## src/rtl/bitonic_sort_feeder_if.sv

```systemverilog
// Stream, sorter and result bundle for bitonic_sort_feeder.
// slave is the feeder side; master is its environment.
interface bitonic_sort_feeder_if #(
  parameter int N           = 16,
  parameter int log_N       = 4,
  parameter int INPUT_WIDTH = 4
);
  logic                       in_valid;
  logic                       in_ready;
  logic [INPUT_WIDTH-1:0]     in_data;
  logic                       in_last;
  logic [0:N*INPUT_WIDTH-1]   sort_in;
  logic [0:N*INPUT_WIDTH-1]   sort_out;
  logic                       out_valid;
  logic [0:N*INPUT_WIDTH-1]   out_data;
  logic [log_N:0]             out_count;

  modport slave (
    input  in_valid, in_data, in_last, sort_out,
    output in_ready, sort_in, out_valid, out_data, out_count
  );

  modport master (
    output in_valid, in_data, in_last, sort_out,
    input  in_ready, sort_in, out_valid, out_data, out_count
  );
endinterface

```

## src/rtl/bitonic_sort_feeder.sv

```systemverilog
// Frame collector and launcher for the bitonic sorter.
// Pads short frames and tags each launch through the sorter latency.
module bitonic_sort_feeder #(
  parameter int N            = 16,
  parameter int log_N        = 4,
  parameter int INPUT_WIDTH  = 4,
  parameter bit polarity     = 1'b0,
  parameter int SORT_LATENCY = 10
) (
  input logic                  clk,
  input logic                  reset_n,
  bitonic_sort_feeder_if.slave bus
);
  localparam int W = INPUT_WIDTH;
  localparam logic [W-1:0] PAD =
    (polarity == 1'b0) ? {W{1'b1}} : {W{1'b0}};
  localparam logic [log_N-1:0] LAST = log_N'(N - 1);

  typedef struct packed {
    logic           vld;
    logic [log_N:0] cnt;
  } tag_t;

  logic [log_N-1:0] idx;
  logic [W-1:0]     fill [N];
  logic [0:N*W-1]   frame;
  logic [0:N*W-1]   launch;
  tag_t             tags [SORT_LATENCY+1];
  logic             ready;
  logic             accept;
  logic             done;
  logic [log_N:0]   count;
  logic             valid_q;
  logic [0:N*W-1]   data_q;
  logic [log_N:0]   count_q;

  assign accept = bus.in_valid && ready;
  assign done   = accept && (bus.in_last || idx == LAST);
  assign count  = {1'b0, idx} + (log_N+1)'(1);

  assign bus.in_ready  = ready;
  assign bus.sort_in   = launch;
  assign bus.out_valid = valid_q;
  assign bus.out_data  = data_q;
  assign bus.out_count = count_q;

  // Fill buffer merged with the element accepted this cycle.
  always_comb begin
    frame = '0;
    for (int k = 0; k < N; k++) begin
      frame[k*W +: W] = fill[k];
      if (accept && idx == log_N'(k))
        frame[k*W +: W] = bus.in_data;
    end
  end

  // Collect elements and launch the frame on completion.
  always_ff @(posedge clk) begin
    if (!reset_n) begin
      ready  <= 1'b0;
      idx    <= '0;
      launch <= {N{PAD}};
      for (int k = 0; k < N; k++)
        fill[k] <= PAD;
    end else begin
      ready <= 1'b1;
      if (done) begin
        launch <= frame;
        idx    <= '0;
        for (int k = 0; k < N; k++)
          fill[k] <= PAD;
      end else if (accept) begin
        fill[idx] <= bus.in_data;
        idx       <= idx + 1'b1;
      end
    end
  end

  // Tag shift register shadowing the sorter pipeline.
  always_ff @(posedge clk) begin
    if (!reset_n) begin
      for (int k = 0; k <= SORT_LATENCY; k++)
        tags[k] <= '0;
    end else begin
      tags[0] <= '{vld: done, cnt: done ? count : '0};
      for (int k = 1; k <= SORT_LATENCY; k++)
        tags[k] <= tags[k-1];
    end
  end

  // Capture the sorted frame when its tag emerges.
  always_ff @(posedge clk) begin
    if (!reset_n) begin
      valid_q <= 1'b0;
      data_q  <= '0;
      count_q <= '0;
    end else begin
      valid_q <= tags[SORT_LATENCY].vld;
      if (tags[SORT_LATENCY].vld) begin
        data_q  <= bus.sort_out;
        count_q <= tags[SORT_LATENCY].cnt;
      end
    end
  end
endmodule

```

## src/flat_wrapper.sv

```systemverilog
// flat-port wrapper written by rule: the top's interface ports become plain ports
module bitonic_sort_feeder_flat 
#(
  parameter int N            = 16,
  parameter int log_N        = 4,
  parameter int INPUT_WIDTH  = 4,
  parameter bit polarity     = 1'b0,
  parameter int SORT_LATENCY = 10
)
  (clk, reset_n, bus_in_valid, bus_in_data, bus_in_last, bus_sort_out, bus_in_ready, bus_sort_in, bus_out_valid, bus_out_data, bus_out_count);
  bitonic_sort_feeder_if #(.N(N), .log_N(log_N), .INPUT_WIDTH(INPUT_WIDTH)) bus_i ();
  input logic clk;
  input logic reset_n;
  input wire logic [$bits(bus_i.in_valid)-1:0] bus_in_valid;
  input wire logic [$bits(bus_i.in_data)-1:0] bus_in_data;
  input wire logic [$bits(bus_i.in_last)-1:0] bus_in_last;
  input wire logic [$bits(bus_i.sort_out)-1:0] bus_sort_out;
  output wire logic [$bits(bus_i.in_ready)-1:0] bus_in_ready;
  output wire logic [$bits(bus_i.sort_in)-1:0] bus_sort_in;
  output wire logic [$bits(bus_i.out_valid)-1:0] bus_out_valid;
  output wire logic [$bits(bus_i.out_data)-1:0] bus_out_data;
  output wire logic [$bits(bus_i.out_count)-1:0] bus_out_count;
  assign bus_i.in_valid = bus_in_valid;
  assign bus_i.in_data = bus_in_data;
  assign bus_i.in_last = bus_in_last;
  assign bus_i.sort_out = bus_sort_out;
  assign bus_in_ready = bus_i.in_ready;
  assign bus_sort_in = bus_i.sort_in;
  assign bus_out_valid = bus_i.out_valid;
  assign bus_out_data = bus_i.out_data;
  assign bus_out_count = bus_i.out_count;
  bitonic_sort_feeder #(.N(N), .log_N(log_N), .INPUT_WIDTH(INPUT_WIDTH), .polarity(polarity), .SORT_LATENCY(SORT_LATENCY)) u_core (.clk(clk), .reset_n(reset_n), .bus(bus_i));
endmodule
```

## config.mk

```make
export PLATFORM = sky130hd
export DESIGN_NAME = bitonic_sort_feeder_flat
export DESIGN_NICKNAME = d
export VERILOG_FILES = /design/src/rtl/bitonic_sort_feeder_if.sv /design/src/rtl/bitonic_sort_feeder.sv /design/src/flat_wrapper.sv
export SDC_FILE = /design/constraint.sdc
export NUM_CORES = 1
export LEC_CHECK = 0
export CAP_MARGIN = 20
export CORE_ASPECT_RATIO = 0.8
export CORE_MARGIN = 5
export CORE_UTILIZATION = 31
export CTS_BUF_LIST = sky130_fd_sc_hd__clkbuf_16
export DETAILED_ROUTE_END_ITERATION = 10
export REMOVE_ABC_BUFFERS = 1
export SLEW_MARGIN = 20
export SYNTH_ARGS = -nofsm -noshare
export SYNTH_HDL_FRONTEND = slang
export SYNTH_SLANG_ARGS = --single-unit
```

## constraint.sdc

```tcl
create_clock -name clk -period 2.24 [get_ports clk]
set_input_delay 0.448 -clock clk [delete_from_list [all_inputs] [get_ports clk]]
set_output_delay 0.448 -clock clk [all_outputs]
set_load 0.03 [all_outputs]
```

# ---- Word level (Yosys, flattened, before mapping)
# Memory sizes are Yosys's and may differ from the RTL's.
# Index checks and enable logic that the tools add are counted.
dict set report classes {
  n_mux 56
  bitwise 28
  reduce_logical 22
  add_sub_neg 2
  eq_ne 15
}
# cell count
set op_table {}
lappend op_table {{4-bit two-way mux} 34}
lappend op_table {{6-bit two-way mux} 11}
lappend op_table {{4-bit == test (second input constant)} 8}
lappend op_table {{1-bit OR} 27}
lappend op_table {{1-bit logical AND} 18}
lappend op_table {{4-bit by 3-bit == test with 1-bit output (second input constant)} 4}
lappend op_table {{1-bit two-way mux} 10}
lappend op_table {{4-bit by 2-bit == test with 1-bit output (second input constant)} 2}
lappend op_table {{4-bit by 1-bit adder with 5-bit output (second input constant)} 1}
lappend op_table {{5-bit two-way mux} 1}
lappend op_table {{4-bit by 1-bit adder with 4-bit output (second input constant)} 1}
lappend op_table {{4-bit by 1-bit == test with 1-bit output (second input constant)} 1}
lappend op_table {{4-bit zero test} 1}
lappend op_table {{4-bit OR reduction} 1}
lappend op_table {{2-bit OR reduction} 1}
lappend op_table {{1-bit logical OR} 1}
lappend op_table {{1-bit NOT} 1}
dict set report totals {
  regBits 139
  memories 2
  ramBits 130
  input_bits 72
  wordCells 131
  out_inout_bits 135
}
# memory depth word_bits read_ports rd_clocked_by_memory_dff wr line
set memory_table {}
lappend memory_table {u_core.tags 11 6 11 0 11 bitonic_sort_feeder.sv:28} ;# tag_t tags [SORT_LATENCY+1];
lappend memory_table {u_core.fill 16 4 16 0 16 bitonic_sort_feeder.sv:25} ;# logic [W-1:0] fill [N];

# ---- Longest topological paths before layout
# Gate-level depths: netlist (run 1).
dict set report depth {
  depth_word 8
  depth_mapped 8
  mapped_depth_nobuf 5
}

# ---- Worst setup path after synthesis (run 1)
# OpenSTA, ideal clock, no wires.
dict set report synth_path {
  path_kind {flip-flop to flip-flop}
  from {register u_core.idx[0]}
  to {memory u_core.fill[5][0] in the netlist's numbering, enable pin}
  setup_time_ps 373
  t_required_ps 1867
  slack_ps 278
  period_less_slack_ps 1962
  arrival_ps 1589
  stages_incl_launch_ff 6
  path_cell_list {dfxtp_1 -> ha_1 -> a31oi_1 -> nand2_1 -> clkbuf_1 -> o31ai_1}
}
# item line
set synth_lines {}
lappend synth_lines {{start, declared} bitonic_sort_feeder.sv:24} ;# logic [log_N-1:0] idx;
lappend synth_lines {{start signal, assigned} bitonic_sort_feeder.sv:74} ;# idx <= idx + 1'b1;
lappend synth_lines {{end, declared} bitonic_sort_feeder.sv:25}

# ---- Worst setup path in the final report (run 1)
dict set report layout_path {
  from {register u_core.launch, in the netlist u_core.bus.sort_in[31]}
  to {output bus_sort_in[32]}
}
# item line
set layout_lines {}
lappend layout_lines {{start, declared} bitonic_sort_feeder.sv:27} ;# logic [0:N*W-1] launch;
lappend layout_lines {{start signal, assigned} bitonic_sort_feeder.sv:62} ;# launch <= {N{PAD}};
lappend layout_lines {{start signal, assigned} bitonic_sort_feeder.sv:68} ;# launch <= frame;
lappend layout_lines {{end, declared} flat_wrapper.sv:19} ;# output wire logic [$bits(bus_i.sort_in)-1:0] bus_sort_in;
# No word-level cell between the ends.

==> key figures, run 1 <==
Worst setup path
  – R2r setup slk: 0.30 ns
  – Buffers plus inverters on the worst setup path: 1
  – Crit path max fanout: 2
  – Total number of cells along the worst setup path: 1
  – Slowest cell on crit path: clkdlybuf4s50_1
  – CP peak stage delay: 0.71 ns
  – Startpoint Class: flop
  – Crit path launch: u_core.bus.sort_in[31]
  – Critical Path AT: 1.69 ns
  – Element type at the critical path end: output port
  – Kind of critical path: reg2out
  – CP delay by family, top: buffers and inverters
  – Critical-path cell list: clkdlybuf4s50_1
  – CP required: 1.79 ns
  – Reg-to-reg startpoint: u_core.idx[2]
  – Reg2Reg Depth: 4

Route
  – Detailed Routing Iterations Pass 1: 5
  – WL/cell: 17.9 microns
  – Drt initial violations: 495
  – Via-per-instance ratio: 4.85
  – Routed Antenna Nets: 0
  – DR vias: 7897
  – DRC Markers: 0
  – Routed WL: 29.2 mm

Clocking
  – Clk slew on worst S/H paths: 0.06 ns
  – CTS tree: yes
  – Post-CTS setup buffers: 0
  – Max clock buf depth: 3
  – Root buffer cell: clkbuf_16
  – Hold_buf cts: 0
  – Number of CTS-inserted buffers: 28
  – # clock sinks: 269
  – Clock latency at the later pin of the worst-skew pair: 0.55 ns
  – CTS H-tree depth: 1

Synth
  – Seq/Total Area, Yosys: 58.9%
  – Top_reg_cell synth: dfxtp_1
  – Post-Syn Instances: 964
  – Flops & latches, synth: 269
  – Mapped Area: 10200 sq um
  – Yosys cell types: 37
  – YS warnings: 0
  – Post-synth EDFFs: 64
  – Asr flop ratio synth: 0%
  – Syn_area_per_cell: 10.6 sq um

Floorplan
  – DIE AREA: 36800 sq um
  – Top Ports: 207
  – Die Y: 173 microns
  – Cell Rows: 59
  – Initial Util: 31.4%
  – Core footprint: 32600 sq um
  – Die Wd: 213 microns

Job
  – Max_cap viols: 0

Cells and area
  – Final Cell Area: 14000 sq um
  – Post-layout util: 42.9%
  – Share of cells above drive strength 1: 13.4%
  – Antenna Diode Count: 0
  – Commonest non-fill, non-tap cells in the layout: clkdlybuf4s50_1 (204), dfxtp_1 (204), nor2_1 (154)
  – Final #Nets: 1254
  – Area growth syn-to-layout: 36.4%

Timing
  – Slew margin rel.: 64.0%
  – Slew @ Worst Pin: 0.539 ns
  – Clock Skew: 0.00940 ns
  – Pins over their slew limit: 0
  – Final worst path period share: 95.3%
  – Final Hold Fails: 0
  – Fmax: 468 MHz
  – Worst Hold Slack: 0.289 ns
  – Final Setup Violations: 0
  – Unrepaired setup endpoints after global routing: false
  – Minimum clock period: 2.14 ns

Placement
  – Placed wire-length estimate: 19.6 mm
  – PortBufs: 206
  – Dpl cell area: 13100 sq um
  – Final Wtd Congestion: 0.786

Worst hold path
  – Hold Path Depth: 2
  – HP Start: reset_n
  – Min-delay worst type: in2reg

GRT
  – Largest net degree at the start of global routing: 109
  – First-pass GRT wire length: 44.4 mm
  – Initial antenna violation count: 0
  – Global route total overflow: 0
  – GRT Total Usage: 15.0%
  – Vias in the first global route: 7662

Pwr
  – Leakage: 4.59 nW
  – Power per cell area: 698 nW/um^2
  – Peak VDD IR: 0.000523 V

Outcome
  – Status: finished clean
final timing paths:
path / end
max reg2reg: u_core.fill[12][1]
min reg2reg: u_core.tags[0][19]
min: u_core.tags[0][63]
max: bus_sort_in[32]
cells in the mapped netlist, types with 32 or more instances:
cell        n  area [sq um]
nand2_1    65           244
nand3_1    69           345
a32oi_1    32           280
o21ai_0    64           320
nor2_1    154           578
a32oi_2    32           521
dfxtp_1   205          4100
edfxtp_1   64          1920
and2_1     64           400
mux2i_1    69           691
buf_2      34           170
clkbuf_1   43           161
stage by stage:
step | total power, mW | worst slack, ns | cells | setup TNS [ns]
3_5_place_dp | 5.61 | 0.0908 | 1575 | 0
2_1_floorplan | 5.25 | -1.32 | 873 | -244.46
3_3_place_gp | 5.60 | 0.103 | 1575 | 0
5_1_grt | 10.2 | 0.00771 | 1627 | 0
6_report | 9.74 | 0.105 | 1627 | 0
4_1_cts | 9.90 | 0.0435 | 1627 | 0
logic make-up (layout without fill, tap and decap cells):
logic type                 after synthesis  count (layout)  share of synthesized area [%]
adders and majority gates                4               4                          0.489
DFF                                    269             269                           58.9
muxes                                   69              69                           6.75
and+or+nand+nor                        369             369                           16.5
AOI/OAI and AO/OA                      149             149                           12.5
xor gates and xnor gates                 4               4                          0.342
buffers and inverters                   99             332                           4.49
other                                    1               4                         0.0366
report_power, final:
part	internal [mW]	switching, mW
Sequential	4.98	0.0112
Combinational	0.226	0.282
Clock	2.30	1.94
layer usage:
| metal | global-route usage, % | wire [microns] |
|---|---|---|
| met1 | 21.1 | 13300 |
| met2 | 23.0 | 12500 |
| met3 | 4.71 | 2940 |
| met4 | 2.49 | 368 |
| met5 | 0 | 0 |
final cells by class:
| class | instances | area (sq um) |
|---|---|---|
| flip-flops and latches | 269 | 6030 |
| clock inverters | 24 | 150 |
| well taps | 427 | 534 |
| fillers | 3135 | 18600 |
| inverters | 5 | 21.3 |
| repair buffers | 275 | 2760 |
| multi-input cells | 599 | 3760 |
| clock buffers | 28 | 701 |
flip-flops by register name, summed over array words and instances, names as in the netlist:
| name | flops |
|---|---|
| u_core.bus.out_data | 64 |
| u_core.tags | 66 |
| u_core.bus.out_count | 5 |
| u_core.bus.in_ready | 1 |
| u_core.bus.sort_in | 64 |
| u_core.fill | 64 |
| u_core.bus.out_valid | 1 |
| u_core.idx | 4 |
repair_timing:
action | 4_1_cts | 5_1_grt
setup endpoints to repair | 1 | 0
endpoints found under the hold margin | 0 | 0
gates resized for setup | 1 | 0
Power figures use the tool's default switching activity.
==> inputs of run 2 (changes only) <==
--- a/config.mk
+++ b/config.mk
@@ -11,6 +11,7 @@
 export CORE_UTILIZATION = 31
 export CTS_BUF_LIST = sky130_fd_sc_hd__clkbuf_16
 export DETAILED_ROUTE_END_ITERATION = 10
+export HOLD_SLACK_MARGIN = 0.02
 export REMOVE_ABC_BUFFERS = 1
 export SLEW_MARGIN = 20
 export SYNTH_ARGS = -nofsm -noshare
==> constraint.sdc (replaced) <==
create_clock -name clk -period 2.72 [get_ports clk]
set_input_delay 0.544 -clock clk [delete_from_list [all_inputs] [get_ports clk]]
set_output_delay 0.544 -clock clk [all_outputs]
set_load 0.03 [all_outputs]
==> run 2 against run 1 <==
Sequential power down 18%. Combinational power down 21%. Setup slack better by 0.18 ns. Global-route usage about the same. Routed wire length down 2.0%. Sequential cell count unchanged. Final cell count down 0.61%. Critical path type unchanged.
==> key figures, run 2 (synthesis gave the netlist of run 1 again) <==
Outcome
  – Status: finished clean

Route
  – DR vias: 7820
  – Via-per-instance ratio: 4.84
  – WL/cell: 17.7 microns
  – Drt initial violations: 524
  – DRC Markers: 0
  – Routed WL: 28.6 mm
  – Routed Antenna Nets: 0
  – Detailed Routing Iterations Pass 1: 5

Cells and area
  – Final #Nets: 1244
  – Largest reg by FF count: u_core.tags
  – Finished Layout Cells: 1617
  – Commonest non-fill, non-tap cells in the layout: clkdlybuf4s50_1 (205), dfxtp_1 (204), nor2_1 (154)
  – Share of cells above drive strength 1: 11.8%
  – Max reg flops: 66
  – Antenna Diode Count: 0
  – Fillers: 3124
  – Commonest non-fill, non-tap cell in the layout: clkdlybuf4s50_1
  – Area growth syn-to-layout: 34.8%
  – Final Cell Area: 13800 sq um

Worst setup path
  – Crit path max fanout: 11
  – Slowest cell on crit path: clkdlybuf4s50_1
  – Element type at the critical path end: output port
  – Startpoint Class: flop
  – Kind of critical path: reg2out
  – CP delay by family, top: buffers and inverters
  – Critical Path AT: 1.89 ns
  – CP required: 2.18 ns
  – Critical-path cell list: clkdlybuf4s50_1
  – Buffers plus inverters on the worst setup path: 1
  – CP peak stage delay: 0.76 ns

Placement
  – Dpl cell area: 12900 sq um
  – Final Wtd Congestion: 0.826
  – PortBufs: 206
  – Cells after DPL: 1564
  – Placed wire-length estimate: 19.5 mm

Timing
  – Clock Skew: 0.0245 ns
  – Minimum clock period: 2.43 ns
  – Slew margin rel.: 33.9%
  – Final Setup Violations: 0
  – Fmax: 411 MHz
  – Final worst path period share: 89.4%
  – Pins over their slew limit: 0
  – Final Hold Fails: 0
  – Slew @ Worst Pin: 0.992 ns
  – Unrepaired setup endpoints after global routing: false

Pwr
  – Combinational fraction of design power: 4.9%
  – Power per cell area: 593 nW/um^2
  – Clk pwr share: 44.9%
  – Leakage: 4.54 nW
  – Switching Share: 22.3%
  – Reg power frac: 50.2%
  – Int Pwr: 6.36 mW
  – NetSw: 1.83 mW
  – Peak VDD IR: 0.000439 V

Floorplan
  – Core footprint: 32600 sq um
  – Die Y: 173 microns
  – Initial Util: 31.4%
  – Die Wd: 213 microns
  – DIE AREA: 36800 sq um
  – Cell Rows: 59
  – Top Ports: 207

GRT
  – Largest net degree at the start of global routing: 106
  – First-pass GRT wire length: 44.4 mm
  – Vias in the first global route: 7686
  – Initial antenna violation count: 1
  – Global route total overflow: 0
  – GRT Total Usage: 14.9%

Clocking
  – # clock sinks: 269
  – Post-CTS setup buffers: 0
  – Number of CTS-inserted buffers: 29
  – Clock latency at the later pin of the worst-skew pair: 0.57 ns
  – Clk slew on worst S/H paths: 0.06 ns
  – Post_cts resized: 0
  – Max clock buf depth: 3
  – CTS tree: yes
  – Root buffer cell: clkbuf_16
  – Hold_buf cts: 0
  – CTS H-tree depth: 1

Worst hold path
  – Min-delay worst type: in2reg

Job
  – Max_cap viols: 0
run 2: per-stage QoR:
| step | setup slack [ns] | total power, mW | setup TNS (ns) | utilization, % | hold WS [ns] |
|---|---|---|---|---|---|
| 6_report | 0.289 | 8.19 | 0 | 42.4 | 0.395 |
| 4_1_cts | 0.286 | 8.31 | 0 | 42.4 | 0.368 |
| 5_1_grt | 0.208 | 8.51 | 0 | 42.4 | 0.398 |
| 3_3_place_gp | 0.0343 | 4.59 | 0 | 39.7 | 0.414 |
| 2_1_floorplan | -0.936 | 4.32 | -136.75 | - | 0.412 |
| 3_5_place_dp | -0.0307 | 4.60 | -0.381 | 39.7 | 0.417 |
run 2: layout make-up:
type | count | area, sq um | area share [%]
flip-flops and latches | 269 | 6030 | 43.7
multi-input cells | 599 | 3760 | 27.3
repair buffers | 264 | 2570 | 18.6
clock buffers | 30 | 751 | 5.44
well taps | 427 | 534 | 3.87
clock inverters | 23 | 138 | 0.997
inverters | 5 | 21.3 | 0.154
run 2: path summary, 6_finish.rpt:
path                            start            endpoint  slack (ns)  cells after the start
hold reg to reg    u_core.tags[0][12]  u_core.tags[0][18]        0.41                      1
setup reg to reg        u_core.idx[0]  u_core.fill[13][0]        0.32                      5
setup / recovery  u_core.bus.in_ready        bus_in_ready        0.29                      1
hold / removal                reset_n  u_core.tags[0][65]        0.40                      2
run 2: power groups by stage:
stage | clock [mW] | sequential (mW) | combinational [mW]
global route | 3.97 | 4.11 | 0.427
finish | 3.68 | 4.11 | 0.399
floorplan | 0 | 4.20 | 0.119
detailed placement | 0 | 4.20 | 0.399
CTS | 3.80 | 4.11 | 0.401
global placement | 0 | 4.20 | 0.396
run 2: layer usage:
metal  GRT usage, %  share of wire [%]  up-vias
met5              0              0.046        -
met4           3.42                1.9        2
met3           5.02                 11       44
met2           22.3                 42      326
met1           21.0                 45     3687
li1               -                  -     3761
